## src/rtl/fifo_rd_pop_ctrl.sv

```systemverilog
// Read-side pop controller: drains an async FIFO into a 2-entry valid/ready output buffer.
// Optional accepted-transfer counter enabled by defining FIFO_POP_CNT_EN.
module fifo_rd_pop_ctrl #(
    parameter int unsigned DATA_WIDTH = 8
`ifdef FIFO_POP_CNT_EN
   ,parameter int unsigned CNT_WIDTH  = 16
`endif
) (
    input  logic                  clk,
    input  logic                  rst,
    input  logic [DATA_WIDTH-1:0] fifo_rdata,
    input  logic                  fifo_rempty,
    output logic                  fifo_rinc,
    output logic [DATA_WIDTH-1:0] out_data,
    output logic                  out_valid,
    input  logic                  out_ready
`ifdef FIFO_POP_CNT_EN
   ,output logic [CNT_WIDTH-1:0]  pop_count
`endif
);

    typedef enum logic [1:0] {
        EMPTY = 2'd0,
        ONE   = 2'd1,
        FULL  = 2'd2
    } state_t;

    state_t                state_q, state_d;
    logic [DATA_WIDTH-1:0] head_q, head_d;
    logic [DATA_WIDTH-1:0] tail_q, tail_d;
    logic                  valid_q;
    logic                  guard_q;
    logic                  accept;

    assign accept    = valid_q && out_ready;
    assign out_valid = valid_q;
    assign out_data  = head_q;

    // rempty lags each pop by a cycle, so guard_q blocks the very next pop.
    always_comb begin
        fifo_rinc = !rst && !fifo_rempty && !guard_q && ((state_q != FULL) || accept);
    end

    always_comb begin
        state_d = state_q;
        head_d  = head_q;
        tail_d  = tail_q;
        case (state_q)
            EMPTY: begin
                if (fifo_rinc) begin
                    head_d  = fifo_rdata;
                    state_d = ONE;
                end
            end
            ONE: begin
                if (fifo_rinc && accept) begin
                    head_d = fifo_rdata;
                end else if (fifo_rinc) begin
                    tail_d  = fifo_rdata;
                    state_d = FULL;
                end else if (accept) begin
                    state_d = EMPTY;
                end
            end
            FULL: begin
                if (accept) begin
                    head_d  = tail_q;
                    state_d = ONE;
                    if (fifo_rinc) begin
                        tail_d  = fifo_rdata;
                        state_d = FULL;
                    end
                end
            end
            default: state_d = EMPTY;
        endcase
    end

    always_ff @(posedge clk) begin
        if (rst) begin
            state_q <= EMPTY;
            head_q  <= '0;
            tail_q  <= '0;
            valid_q <= 1'b0;
            guard_q <= 1'b0;
        end else begin
            state_q <= state_d;
            head_q  <= head_d;
            tail_q  <= tail_d;
            valid_q <= (state_d != EMPTY);
            guard_q <= fifo_rinc;
        end
    end

`ifdef FIFO_POP_CNT_EN
    logic [CNT_WIDTH-1:0] pop_count_q;

    always_ff @(posedge clk) begin
        if (rst) begin
            pop_count_q <= '0;
        end else if (accept) begin
            pop_count_q <= pop_count_q + 1'b1;
        end
    end

    assign pop_count = pop_count_q;
`endif

endmodule
```

## config.mk

```make
export PLATFORM = sky130hd
export DESIGN_NAME = fifo_rd_pop_ctrl
export DESIGN_NICKNAME = d
export VERILOG_FILES = /design/src/rtl/fifo_rd_pop_ctrl.sv
export SDC_FILE = /design/constraint.sdc
export NUM_CORES = 1
export LEC_CHECK = 0
export ABC_AREA = 1
export CAP_MARGIN = 20
export CORE_ASPECT_RATIO = 0.75
export CORE_MARGIN = 5
export CORE_UTILIZATION = 52
export DETAILED_ROUTE_END_ITERATION = 8
export GPL_TIMING_DRIVEN = 0
export PLACE_DENSITY_LB_ADDON = 0.12
export SLEW_MARGIN = 20
export SYNTH_ARGS = -nofsm -noshare
export SYNTH_HDL_FRONTEND = slang
export SYNTH_SLANG_ARGS = --single-unit
```

## constraint.sdc

```tcl
create_clock -name clk -period 2.2 [get_ports clk]
set_input_delay 0.44 -clock clk [delete_from_list [all_inputs] [get_ports clk]]
set_output_delay 0.44 -clock clk [all_outputs]
set_load 0.02 [all_outputs]
```

==> run metrics <==
outcome=finished clean; Starting Density=55.8%; RSZ-0062 raised after global routing=no; Hold Crit Class=flip-flop to flip-flop; clock transition at the registers of the reported paths=0.10 ns; Data arrival, critical path=1.66 ns; worst slew pin tran=0.435 ns; hold slack=0.496 ns; Compound-Gate Fraction of Synth Area=12.8%; DR vias/cell=4.95; DR WL/cell=11.4 µm; fin. max-slew vios=0; TritonCTS buffer count=3; fin crit period=2.10 ns; CP endpoint kind=primary output; vias=971; final net count=187; kind of critical path=primary input to primary output; total track usage=roughly 18%; diode count=0; CTS sink cnt=20; Sequential Area=402 µm²; layout cells sized above 1=8.05%; drt total wl=~2.2 mm; post-synthesis xor/xnor area fraction=0%; cell area after synthesis=a little under 1000 µm²; area of the multi-input gates=around 480 µm²; Final Hold Viols=0; first-pass GRT wire length=3.78 mm; Post-Synthesis Mean Instance Area=6.63 µm²; # DRC=0; gp weighted congestion=0.805; CTS Root Cell=clkbuf_4; required time of the worst setup path=roughly 1.8 ns; # setup viols final=0; H-tree depth=1; mux share of post-synthesis cell area=0%; Rel. slew slack=71.0%; Hold Buf Count CTS=0; EDFF count, synth=0; Die ar.=2880 µm²; initial antenna violation count=0; Die H=47.8 µm; Worst Slack Setup Final=0.0977 ns; syn nets=161; Post-Place Worst Slack=-0.192 ns; Simple-Gate Fraction of Synth Area=35.4%; WHS Endpoint=tail_q[2]; worst IR drop on VDD=roughly 500 µV; post-route ant nets=0; hold path depth=2; row count=13; Pleak=0.618 nW; largest family of logic cells by synthesized area=simple AND/OR/NAND/NOR gates; Worst-Skew Late Latency=0.30 ns; Synth Flop Type=dfxtp_1; largest area contributor in the netlist=dfxtp_1; worst reg2reg endpoint=out_valid; vias in the first global route=911; grt ovf=0; Final Util=71.3%; Highest Clock Rate=476 MHz; crit path from=rst; Min-Delay Startpoint=tail_q[2]; Filler cells=about 160; reg2reg start=guard_q; # port buffers=21; max cap viols=0; largest net degree at the start of global routing=12; Pre-antenna DRT Iters=4; asr flop ratio synth=0%; R2R cell count=7; pwr dens=609 nW/µm²; area delta synth->final=27.8%; Die X=60.3 µm; crit path launch type=primary input; Mapped Cells=149; synthesis-stage register bit count=20; Seq/Total Area, Yosys=roughly 41%; # IOs=22; top cells by area, synth=dfxtp_1 41%, nand2_1 12%, nor2_1 9.9%; area share of the largest cell type after synthesis=40.5%; CORE AREA=1770 µm²; DP HPWL=1.70 mm; 1st-iter DRT viols=36; Power Total=between 0.7 and 0.8 mW; deepest clock path buffer count=2; CTS tree=built; fin crit share=95.6%; Layout Skew=0.00180 ns; distinct cell type count after synthesis=16; R2R setup slack=0.75 ns; Synth Area in Adders=0%; Syn. warnings=0; Crit Path Max Fanout=9
## worst max path at each step
stage                           end  slack [ns]  depth (start not counted)
after floorplan           fifo_rinc        0.71                          3
after global placement    fifo_rinc       -0.17                          5
after detailed placement  fifo_rinc       -0.19                          5
after CTS                 fifo_rinc        0.05                          5
after global routing      fifo_rinc       0.007                          5
final                     fifo_rinc         0.1                          5
## per-stage QoR
step / instance area, µm² / setup TNS [ns] / instances
6_report: 1260 / 0 / 196
2_1_floorplan: 988 / 0 / 149
3_3_place_gp: 1230 / -0.171 / 192
5_1_grt: 1260 / 0 / 196
4_1_cts: 1260 / 0 / 196
3_5_place_dp: 1230 / -0.192 / 192
## area by class of cell
class / count / area share (%)
well taps: 22 / 2.18
repair buffers: 21 / 16.6
plain buffers: 4 / 1.98
flip-flops and latches: 20 / 31.8
multi-input cells: 102 / 37.7
clock buffers: 4 / 2.87
inverters: 23 / 6.83
## cell usage after synthesis, types with 2 or more instances
master	instances
a21oi_1	12
buf_2	2
dfxtp_1	20
inv_1	20
inv_2	2
nand2_1	32
nand3_1	18
nor2_1	26
o21ai_0	10
## registers in the layout, indices dropped and copies added (netlist names)
| register | flops |
|---|---|
| out_data | 8 |
| tail_q | 8 |
| state_q | 2 |
| guard_q | 1 |
| out_valid | 1 |
## repair_timing
item,4_1_cts,5_1_grt
setup endpoints to repair,1,1
setup buffers,0,0
gates resized for setup,1,2
pin swaps,0,0
## layout by cell type (no fill, tap or decap), drive strengths merged, types with 4 or more instances in the layout
cell type      instances
o21ai                 11
buf                    4
inv                   22
nor2                  28
nand2                 33
dfxtp                 20
clkdlybuf4s50         20
clkbuf                 4
nand3                 18
a21oi                 12
## critical path, stage by stage
cell	delay, ns
clkdlybuf4s50_1	0.44
inv_2	0.16
nand2_1	0.15
a21oi_1	0.15
clkdlybuf4s15_1	0.32
## where the power goes
group	total [mW]	switching [mW]	internal, mW
clock network	0.208	0.107	0.101
registers	0.396	0.0128	0.383
logic	0.165	0.0916	0.0736
## per-layer routing
| metal | wire length [µm] | GRT usage, % | vias up |
|---|---|---|---|
| li1 | - | - | 520 |
| met4 | 27 | 4.42 | 0 |
| met5 | 0 | 0 | - |
| met2 | 1020 | 30.6 | 24 |
| met3 | 139 | 5.66 | 4 |
| met1 | 1040 | 21.6 | 423 |
## cell families after synthesis
| kind of cell | Yosys count |
|---|---|
| compound gates | 23 |
| simple gates | 79 |
| buf+inv | 27 |
| flops | 20 |
Power figures use the tool's default switching activity.
